File: src/rtl/text_pkg.sv
// Shared definitions for the text console: screen geometry, control codes,
// FSM state encoding and the row/column to VRAM address mapping.
package text_pkg;

   localparam int TEXT_COLS = 100;
   localparam int TEXT_ROWS = 30;
   localparam int VRAM_AW   = 12;

   localparam logic [7:0] ASCII_SPACE = 8'h20;
   localparam logic [7:0] ASCII_LF    = 8'h0A;
   localparam logic [7:0] ASCII_CR    = 8'h0D;
   localparam logic [7:0] ASCII_BS    = 8'h08;
   localparam logic [7:0] ASCII_FF    = 8'h0C;

   typedef enum logic [1:0] {
      CLEAR_ALL = 2'd0,
      IDLE      = 2'd1,
      SCROLL    = 2'd2,
      CLEAR_ROW = 2'd3
   } text_state_e;

   // Row-major VRAM address; the largest result (2999) fits in 12 bits.
   function automatic logic [VRAM_AW-1:0] text_addr(input logic [4:0] y,
                                                    input logic [6:0] x,
                                                    input int         cols);
      text_addr = VRAM_AW'(y) * VRAM_AW'(cols) + VRAM_AW'(x);
   endfunction

endpackage

File: src/rtl/text_console_writer_cursor_blinker.sv
// Cursor blink generator: toggles every BLINK_DIV cycles, and a restart
// pulse makes the cursor visible again with a fresh half-period.
module cursor_blinker #(
   parameter int BLINK_DIV = 25_000_000
) (
   input  logic clk_i,
   input  logic rst_ni,
   input  logic restart_i,
   output logic blink_o
);

   localparam int             CW       = (BLINK_DIV > 1) ? $clog2(BLINK_DIV) : 1;
   localparam logic [CW-1:0]  CNT_LAST = CW'(BLINK_DIV - 1);

   logic [CW-1:0] cnt_q;
   logic          blink_q;

   // Half-period counter and visibility toggle
   always_ff @(posedge clk_i or negedge rst_ni) begin
      if (!rst_ni) begin
         cnt_q   <= '0;
         blink_q <= 1'b1;
      end else if (restart_i) begin
         cnt_q   <= '0;
         blink_q <= 1'b1;
      end else if (cnt_q == CNT_LAST) begin
         cnt_q   <= '0;
         blink_q <= ~blink_q;
      end else begin
         cnt_q   <= cnt_q + 1'b1;
      end
   end

   assign blink_o = blink_q;

endmodule

File: src/rtl/text_console_writer.sv
// Write-side terminal engine: interprets an ASCII byte stream, writes glyphs
// into the text VRAM, scrolls by copying rows up through the second VRAM
// port, and drives the cursor position/blink seen by the display.
module text_console_writer
   import text_pkg::*;
#(
   parameter int COLS      = TEXT_COLS,
   parameter int ROWS      = TEXT_ROWS,
   parameter int BLINK_DIV = 25_000_000
) (
   input  logic               clk_i,
   input  logic               rst_ni,
   input  logic               char_valid_i,
   input  logic [7:0]         char_data_i,
   output logic               char_ready_o,
   output logic               vram_we_o,
   output logic [VRAM_AW-1:0] vram_waddr_o,
   output logic [7:0]         vram_wdata_o,
   output logic [VRAM_AW-1:0] vram_raddr_o,
   input  logic [7:0]         vram_rdata_i,
   output logic [6:0]         cursor_x_o,
   output logic [4:0]         cursor_y_o,
   output logic               cursor_blink_o
);

   localparam logic [6:0]         X_LAST    = 7'(COLS - 1);
   localparam logic [4:0]         Y_LAST    = 5'(ROWS - 1);
   localparam logic [VRAM_AW-1:0] COLS_A    = VRAM_AW'(COLS);
   localparam logic [VRAM_AW-1:0] CLR_LAST  = VRAM_AW'(COLS * ROWS - 1);
   // Scroll runs one extra cycle past the last read to drain the final write.
   localparam logic [VRAM_AW-1:0] SCR_LAST  = VRAM_AW'(COLS * (ROWS - 1));
   localparam logic [VRAM_AW-1:0] ROW_LAST  = VRAM_AW'(COLS - 1);
   localparam logic [VRAM_AW-1:0] LAST_BASE = VRAM_AW'(COLS * (ROWS - 1));

   text_state_e        state_q, state_d;
   logic [VRAM_AW-1:0] idx_q, idx_d;
   logic               ready_q, ready_d;
   logic               we_q, we_d;
   logic [VRAM_AW-1:0] waddr_q, waddr_d;
   logic [7:0]         wdata_q, wdata_d;
   logic [VRAM_AW-1:0] raddr_q, raddr_d;
   logic [6:0]         cx_q, cx_d;
   logic [4:0]         cy_q, cy_d;

   logic               accept;
   logic               is_print;
   logic               newline;
   logic [VRAM_AW-1:0] cur_addr;

   assign accept   = char_valid_i & ready_q;
   assign is_print = (char_data_i >= 8'h20) && (char_data_i <= 8'h7E);
   assign newline  = accept && ((is_print && (cx_q == X_LAST)) || (char_data_i == ASCII_LF));
   assign cur_addr = text_addr(cy_q, cx_q, COLS);

   // State and datapath registers
   always_ff @(posedge clk_i or negedge rst_ni) begin
      if (!rst_ni) begin
         state_q <= CLEAR_ALL;
         idx_q   <= '0;
         ready_q <= 1'b0;
         we_q    <= 1'b0;
         waddr_q <= '0;
         wdata_q <= ASCII_SPACE;
         raddr_q <= '0;
         cx_q    <= '0;
         cy_q    <= '0;
      end else begin
         state_q <= state_d;
         idx_q   <= idx_d;
         ready_q <= ready_d;
         we_q    <= we_d;
         waddr_q <= waddr_d;
         wdata_q <= wdata_d;
         raddr_q <= raddr_d;
         cx_q    <= cx_d;
         cy_q    <= cy_d;
      end
   end

   // Next-state decision
   always_comb begin
      state_d = state_q;
      case (state_q)
         CLEAR_ALL: if (idx_q == CLR_LAST) state_d = IDLE;
         IDLE: begin
            if (accept && (char_data_i == ASCII_FF)) state_d = CLEAR_ALL;
            else if (newline && (cy_q == Y_LAST))    state_d = SCROLL;
         end
         SCROLL:    if (idx_q == SCR_LAST) state_d = CLEAR_ROW;
         CLEAR_ROW: if (idx_q == ROW_LAST) state_d = IDLE;
         default:   state_d = CLEAR_ALL;
      endcase
   end

   // Next values for VRAM ports, cursor and the shared sweep index
   always_comb begin
      idx_d   = idx_q;
      we_d    = 1'b0;
      waddr_d = waddr_q;
      wdata_d = wdata_q;
      raddr_d = raddr_q;
      cx_d    = cx_q;
      cy_d    = cy_q;
      case (state_q)
         CLEAR_ALL: begin
            we_d    = 1'b1;
            waddr_d = idx_q;
            wdata_d = ASCII_SPACE;
            idx_d   = idx_q + 1'b1;
         end
         SCROLL: begin
            // Read address leads the write address by one cycle; the
            // word returned for step idx-1 is written while idx is issued.
            if (idx_q < SCR_LAST - 1'b1) raddr_d = raddr_q + 1'b1;
            if (idx_q != '0) begin
               we_d    = 1'b1;
               waddr_d = idx_q - 1'b1;
               wdata_d = vram_rdata_i;
            end
            idx_d = idx_q + 1'b1;
         end
         CLEAR_ROW: begin
            we_d    = 1'b1;
            waddr_d = LAST_BASE + idx_q;
            wdata_d = ASCII_SPACE;
            idx_d   = idx_q + 1'b1;
         end
         default: begin
            if (accept) begin
               if (is_print) begin
                  we_d    = 1'b1;
                  waddr_d = cur_addr;
                  wdata_d = char_data_i;
                  if (cx_q != X_LAST) cx_d = cx_q + 1'b1;
               end else if (char_data_i == ASCII_CR) begin
                  cx_d = '0;
               end else if (char_data_i == ASCII_BS) begin
                  if (cx_q != '0) begin
                     cx_d    = cx_q - 1'b1;
                     we_d    = 1'b1;
                     waddr_d = cur_addr - 1'b1;
                     wdata_d = ASCII_SPACE;
                  end
               end else if (char_data_i == ASCII_FF) begin
                  cx_d = '0;
                  cy_d = '0;
               end
               if (newline) begin
                  cx_d = '0;
                  if (cy_q != Y_LAST) cy_d = cy_q + 1'b1;
                  else                raddr_d = COLS_A;
               end
            end
         end
      endcase
      // Every sweep state starts its index from zero.
      if (state_d != state_q) idx_d = '0;
   end

   assign ready_d = (state_d == IDLE);

   cursor_blinker #(
      .BLINK_DIV (BLINK_DIV)
   ) u_blink (
      .clk_i     (clk_i),
      .rst_ni    (rst_ni),
      .restart_i (accept),
      .blink_o   (cursor_blink_o)
   );

   assign char_ready_o = ready_q;
   assign vram_we_o    = we_q;
   assign vram_waddr_o = waddr_q;
   assign vram_wdata_o = wdata_q;
   assign vram_raddr_o = raddr_q;
   assign cursor_x_o   = cx_q;
   assign cursor_y_o   = cy_q;

endmodule

File: config.mk
export PLATFORM = sky130hd
export DESIGN_NAME = text_console_writer
export DESIGN_NICKNAME = d
export VERILOG_FILES = /design/src/rtl/text_pkg.sv /design/src/rtl/text_console_writer_cursor_blinker.sv /design/src/rtl/text_console_writer.sv
export SDC_FILE = /design/constraint.sdc
export NUM_CORES = 1
export LEC_CHECK = 0
export BUFFER_PORTS_ARGS = -buffer_cell sky130_fd_sc_hd__buf_4
export CAP_MARGIN = 20
export CORE_MARGIN = 3
export CORE_UTILIZATION = 30
export CTS_BUF_LIST = sky130_fd_sc_hd__clkbuf_4
export DETAILED_ROUTE_END_ITERATION = 7
export PLACE_DENSITY = 0.53
export SLEW_MARGIN = 10
export SYNTH_ARGS = -nofsm -noshare
export SYNTH_HDL_FRONTEND = slang
export SYNTH_SLANG_ARGS = --single-unit
File: constraint.sdc
create_clock -name clk_i -period 5.7 [get_ports clk_i]
set_input_delay 0.855 -clock clk_i [delete_from_list [all_inputs] [get_ports clk_i]]
set_output_delay 0.855 -clock clk_i [all_outputs]
set_load 0.05 [all_outputs]
### Word-level counts from Yosys, hierarchy flattened

Index checks and enable logic that the tools add are counted.

| word-level totals | value |
|---|---|
| input port bits | 19 |
| bits in registers | 86 |
| output and inout bits | 47 |

| cells by class | value |
|---|---|
| equality and inequality tests | 24 |
| $lt $le $gt $ge | 3 |
| mux-type cells | 51 |
| bitwise logic cells | 4 |
| reduce and logical (&&, ||, !) cells | 27 |
| add/subtract/negate cells | 10 |
| multipliers | 1 |

Operator list:

| kind | count |
|---|---|
| $mux 12 | 12 |
| $mux 25 | 2 |
| $mux 7 | 7 |
| $mux 8 | 6 |
| $pmux 12 s3 | 1 |
| $eq 8x4->1 const B | 4 |
| $mux 5 | 6 |
| $add 25x1->25 const B | 1 |
| $eq 25x25->1 const B | 1 |
| $add 12x1->12 const B | 2 |
| $eq 12x12->1 const B | 2 |
| $pmux 12 s2 | 1 |
| $sub 12x1->12 const B | 2 |
| $reduce_and 5->1 | 4 |
| $pmux 8 s2 | 1 |
| $reduce_bool 5->1 | 3 |
| $add 12x12->12 const A | 1 |
| $add 12x7->12 | 1 |
| $eq 12x7->1 const B | 1 |
| $lt 12x12->1 const B | 1 |
| $reduce_bool 12->1 | 1 |
| $reduce_bool 4->1 | 3 |
| $mul 5x5->10 const B | 1 |
| $mux 2 | 5 |
| other kinds (32) | 51 |

### Longest topological paths before layout

| logic depth | value |
|---|---|
| word-level depth | 11 |
| depth in mapped cells | 14 |
| gate-level depth less buffers | 14 |

### Modules after synthesis

From an unflattened synthesis, not the netlist that was laid out.

| unflattened totals | value |
|---|---|
| cells, all modules | 743 |
| area, all modules | 6433.7 um^2 |

Modules (own cells, without submodules):

| module | area an instance (um^2) | cells an instance | seq. area each (um^2) | instances |
|---|---|---|---|---|
| text_console_writer | 5134.9 | 604 | 1502.7 | 1 |
| cursor_blinker | 1298.7 | 139 | 651.9 | 1 |

### Least setup slack after synthesis

No wires, ideal clock.

| timing | value |
|---|---|
| path kind | flip-flop to flip-flop |
| from | register cy_q[3], in the netlist cursor_y_o[3] |
| to | register waddr_q[11], in the netlist vram_waddr_o[11] |
| cell stages (with the launch flop) | 14 |
| path slack | 1.885 ns |
| arrival time | 3.691 ns |
| path buffers | 0 |
| cell sequence | dfrtp_1 -> inv_1 -> ha_1 -> inv_1 -> ha_1 -> ha_1 -> ha_1 -> a21bo_2 -> o22ai_1 -> or4_1 -> a211oi_1 -> o211ai_1 -> a32o_1 -> a211o_1 |

| on the way | value |
|---|---|
| longest elaborated chain between the ends | 9 |

RTL lines:

| item | line | source |
|---|---|---|
| start: declaration | text_console_writer.sv:43 | `logic [4:0] cy_q, cy_d;` |
| start signal: assignment | text_console_writer.sv:76 | `cy_q <= cy_d;` |
| $mul 5x5->10 (*) | text_pkg.sv:26 | `text_addr = VRAM_AW'(y) * VRAM_AW'(cols) + VRAM_AW'(x);` |
| $add 12x7->12 (*) | text_pkg.sv:26 |  |
| $sub 12x1->12 | text_console_writer.sv:141 | `waddr_d = cur_addr - 1'b1;` |
| $mux 12 | text_console_writer.sv:138 | `if (cx_q != '0) begin` |
| $mux 12 | text_console_writer.sv:137 | `end else if (char_data_i == ASCII_BS) begin` |
| $mux 12 | text_console_writer.sv:135 | `end else if (char_data_i == ASCII_CR) begin` |
| $mux 12 (*) | text_console_writer.sv:130 | `if (is_print) begin` |
| $mux 12 (*) | text_console_writer.sv:129 | `if (accept) begin` |
| $pmux 12 s3 (*) | text_console_writer.sv:104 | `case (state_q)` |
| end signal: assignment | text_console_writer.sv:72 | `waddr_q <= waddr_d;` |
| end: declaration | text_console_writer.sv:39 | `logic [VRAM_AW-1:0] waddr_q, waddr_d;` |

Mark *: on every way between the ends. The rest lies on a longest branch, timed or not. The select of a mux whose other input is x is not followed.
A chain may end at the register's enable or synchronous reset.

### Final worst setup path

| timing | value |
|---|---|
| from | register cy_q[1], in the netlist cursor_y_o[1] |
| to | register waddr_q[11], in the netlist vram_waddr_o[11] |

The elaborated chain is that of the path after synthesis.

==> metrics.txt <==
# TYPE chip_impl_metric gauge
chip_impl_metric{name="synth_top_area_share",unit="%"} 33.7
chip_impl_info{name="synth_top_flop_cell",value="dfrtp_1"} 1
chip_impl_metric{name="synth_seq_area_share",unit="%"} 34.6
chip_impl_metric{name="cts-htree-levels",unit=""} 3
chip_impl_metric{name="synth_seq_cells",unit=""} 86
chip_impl_metric{name="grt_start_max_net_pins",unit=""} 46
chip_impl_metric{name="yosysWarningCount",unit=""} 0
chip_impl_metric{name="dr.pass1.iters",unit=""} 5
chip_impl_metric{name="viasPerCell",unit=""} 5.17
chip_impl_metric{name="syn_avg_cell_area",unit="um2"} 8.67
chip_impl_metric{name="fin_crit_sh",unit="%"} 65.7
chip_impl_metric{name="num-nets-final",unit=""} 820
chip_impl_metric{name="drive_gt1_share",unit="%"} 13.4
chip_impl_metric{name="maximum_operating_frequency",unit="GHz"} 0.267
chip_impl_metric{name="totalWireLength",unit="um"} 16300
chip_impl_metric{name="vias_post_dr",unit=""} 5366
chip_impl_metric{name="rows",unit=""} 52
chip_impl_metric{name="cts-resized-gates",unit=""} 0
chip_impl_metric{name="asyncSetResetFlopFracSynth",unit="%"} 100
chip_impl_metric{name="cap_viol_max_count",unit=""} 0
chip_impl_info{name="outcome",value="complete, no violations"} 1
chip_impl_metric{name="number_of_global_route_vias_before_repair",unit=""} 5105
chip_impl_metric{name="cts_buffers",unit=""} 9
chip_impl_metric{name="p_leak",unit="nW"} 3.15
chip_impl_metric{name="final.setup.tns",unit="ps"} 0
chip_impl_metric{name="synth.lib_cells_used.distinct",unit=""} 77
chip_impl_metric{name="place_worst_setup_slack",unit="ps"} 1940
chip_impl_metric{name="maximum_clock_skew_at_final_layout",unit="ps"} 29.4
chip_impl_metric{name="count_of_flip_flops_with_a_built_in_enable_after_synthesis",unit=""} 0
chip_impl_metric{name="syn_nets",unit=""} 777
chip_impl_metric{name="clkSlewWorstSetupHoldPaths",unit="ps"} 160
chip_impl_metric{name="report.final.slew_viol_count",unit=""} 0
chip_impl_metric{name="dpl.cell_count",unit=""} 1021
chip_impl_metric{name="avgRoutedWirePerCell",unit="um"} 15.7
chip_impl_info{name="timing_worst_setup_path_type",value="register to register"} 1
chip_impl_metric{name="drcViolationCount",unit=""} 0
chip_impl_metric{name="final_core_util",unit="%"} 34.9
chip_impl_metric{name="violation_count_after_the_first_detailed_route_iteration",unit=""} 229
chip_impl_info{name="start_kind",value="register"} 1
chip_impl_metric{name="required",unit="ps"} 6080
chip_impl_metric{name="cts_setup_buffers",unit=""} 0
chip_impl_metric{name="antenna_cells_inserted",unit=""} 0
chip_impl_metric{name="post-route-min-period",unit="ps"} 3740
chip_impl_metric{name="power_density",unit="mW/mm2"} 365
chip_impl_metric{name="timing.critical_path.arrival",unit="ps"} 4120
chip_impl_info{name="grt_setup_unrepaired",value="false"} 1
chip_impl_metric{name="syn2layout_area_growth",unit="%"} 13.7
chip_impl_metric{name="fin_ws",unit="ps"} 1960
chip_impl_metric{name="max_slew_margin",unit="%"} 37.9
chip_impl_info{name="synth.most_common_cell",value="dfrtp_1"} 1
chip_impl_info{name="hp-class",value="input port to async pin"} 1
chip_impl_metric{name="post_cts_hold_buffer_count",unit=""} 0
chip_impl_info{name="clockRootBuffer",value="clkbuf_4"} 1
chip_impl_metric{name="finalSetupViolations",unit=""} 0
chip_impl_metric{name="clk_latency",unit="ps"} 500
chip_impl_metric{name="netlist_area_before_placement",unit="mm2"} 0.00623
chip_impl_metric{name="final-hold-violation-count",unit=""} 0
chip_impl_metric{name="die_x",unit="um"} 150
chip_impl_metric{name="post_layout_instance_count_excluding_filler_cells",unit=""} 1037
chip_impl_metric{name="core_region_area",unit="mm2"} 0.0203
chip_impl_metric{name="grt_first_pass_wirelength",unit="um"} 26700
chip_impl_metric{name="overflow_left_after_global_routing",unit=""} 0
chip_impl_metric{name="hpwl",unit="um"} 12000
chip_impl_metric{name="chipHeight",unit="um"} 150
chip_impl_info{name="yosys_top_cell_by_area",value="dfrtp_1"} 1
chip_impl_metric{name="floorplan.die_area",unit="mm2"} 0.0225
chip_impl_metric{name="gpl.final_weighted_congestion",unit=""} 0.820
chip_impl_info{name="tritoncts",value="yes"} 1
chip_impl_metric{name="port_buffers",unit=""} 65
chip_impl_metric{name="critical_path.max_fanout",unit=""} 6
chip_impl_info{name="largest_cells_by_area_after_synthesis",value="dfrtp_1 (34%), ha_1 (7.4%), xor2_1 (4.8%), nor2_1 (4.6%), xnor2_1 (4.5%)"} 1
chip_impl_metric{name="initial_core_util",unit="%"} 30.7
chip_impl_metric{name="groute.usage.overall",unit="%"} 14.6
chip_impl_info{name="ys_top_cells_by_count",value="dfrtp_1 (84), nor2_1 (77), nand2_1 (65), o21ai_0 (45), ha_1 (37)"} 1
chip_impl_metric{name="clock_tree_sinks",unit=""} 86
chip_impl_metric{name="power.ir.vdd_worst",unit="V"} 0.000233
chip_impl_metric{name="ioPinCount",unit=""} 66
chip_impl_info{name="worstSetupEndpointType",value="register"} 1
chip_impl_metric{name="worst_pin_slew",unit="ps"} 925
chip_impl_metric{name="antenna_found_initial",unit=""} 0
chip_impl_metric{name="postRouteAntennaNets",unit=""} 0
chip_impl_metric{name="clock_tree.buffer_depth",unit=""} 2
chip_impl_metric{name="netlist_instances",unit=""} 719
-- cells by family (layout without fill, tap and decap cells) --
family	count (synthesis)	in the layout	synth area share [%]
AOI/OAI and AO/OA	185	185	21.0
xor gates and xnor gates	66	66	9.27
adders and majority gates	39	39	8.07
buffers and inverters	68	116	4.52
DFF	86	86	34.6
muxes	4	4	0.662
and+or+nand+nor	271	271	21.9
-- critical path, cell delays in order (launching register included) --
cell and delay, ps:
dfrtp_1 470, inv_1 110, ha_1 300, inv_1 40, ha_1 270, ha_1 300
ha_1 310, o21a_1 120, o31a_1 220, a21oi_1 100, nor4b_1 620, o211ai_1 220
a32o_1 300, a211o_1 270
-- registers in the layout, indices dropped and copies added (netlist names) --
signal	cells
u_blink.blink_o	1
cursor_x_o	7
vram_wdata_o	8
u_blink.cnt_q	25
vram_raddr_o	12
cursor_y_o	5
vram_we_o	1
vram_waddr_o	12
char_ready_o	1
state_q	2
idx_q	12
-- per-layer routing --
layer  global-route usage [%]  vias up  wire (um)
li1                         -     2672          -
met1                     20.3     2596       7810
met2                     23.2       81       7790
met3                     3.19       17        532
met4                     3.71        0        188
met5                        0        -          0
-- stage by stage --
| stage | power (mW) | hold slack, ps | area [um2] |
|---|---|---|---|
| final | 2.58 | 311 | 7090 |
| after detailed placement | 2.17 | 472 | 6920 |
| after global placement | 2.17 | 467 | 6920 |
| after global routing | 2.76 | 313 | 7090 |
| after CTS | 2.61 | 324 | 7090 |
| after floorplan | 1.81 | 469 | 6230 |
-- report_power, final --
group	switching (mW)	total (mW)	internal, mW
combinational	0.863	1.31	0.446
sequential	0.129	0.847	0.718
clock	0.242	0.428	0.186
total	1.23	2.58	1.35
-- layout by cell type (no fill, tap or decap), drive strengths merged, types with 6 or more instances in the layout --
cell	netlist	layout
dfrtp	84	84
nor2	77	77
buf	12	68
nand2	65	65
o21ai	48	48
ha	37	37
a21oi	36	36
nand3	34	34
xor2	34	34
inv	31	34
xnor2	32	32
nor3	17	17
a21o	14	14
and3	13	13
nand4	13	13
a211oi	12	12
clkbuf	24	10
o31ai	9	9
nor4	9	9
or4	8	8
a32oi	7	7
o211ai	7	7
nor2b	6	6
nand2b	6	6
a22oi	6	6
-- worst paths after layout --
path | start | to | slack (ps) | cells past startpoint
worst max-delay path | cursor_y_o[1] | vram_waddr_o[11] | 1960 | 13
worst max register to register | cursor_y_o[1] | vram_waddr_o[11] | 1960 | 13
min in group clk_i | vram_wdata_o[5] | vram_wdata_o[5] | 490 | 2
max in group asynchronous | rst_ni | vram_waddr_o[5] | 4330 | 2
worst min register to register | vram_wdata_o[5] | vram_wdata_o[5] | 490 | 2
worst min-delay path | rst_ni | u_blink.cnt_q[19] | 310 | 1
-- cell type report --
| class | count | area [um2] |
|---|---|---|
| clock inverters | 6 | 90.1 |
| inverters | 32 | 120 |
| repair buffers | 68 | 510 |
| flip-flops and latches | 86 | 2150 |
| multi-input cells | 565 | 3800 |
| fillers | 2126 | 13200 |
| well taps | 270 | 338 |
| clock buffers | 10 | 75.1 |
Power figures use the tool's default switching activity.
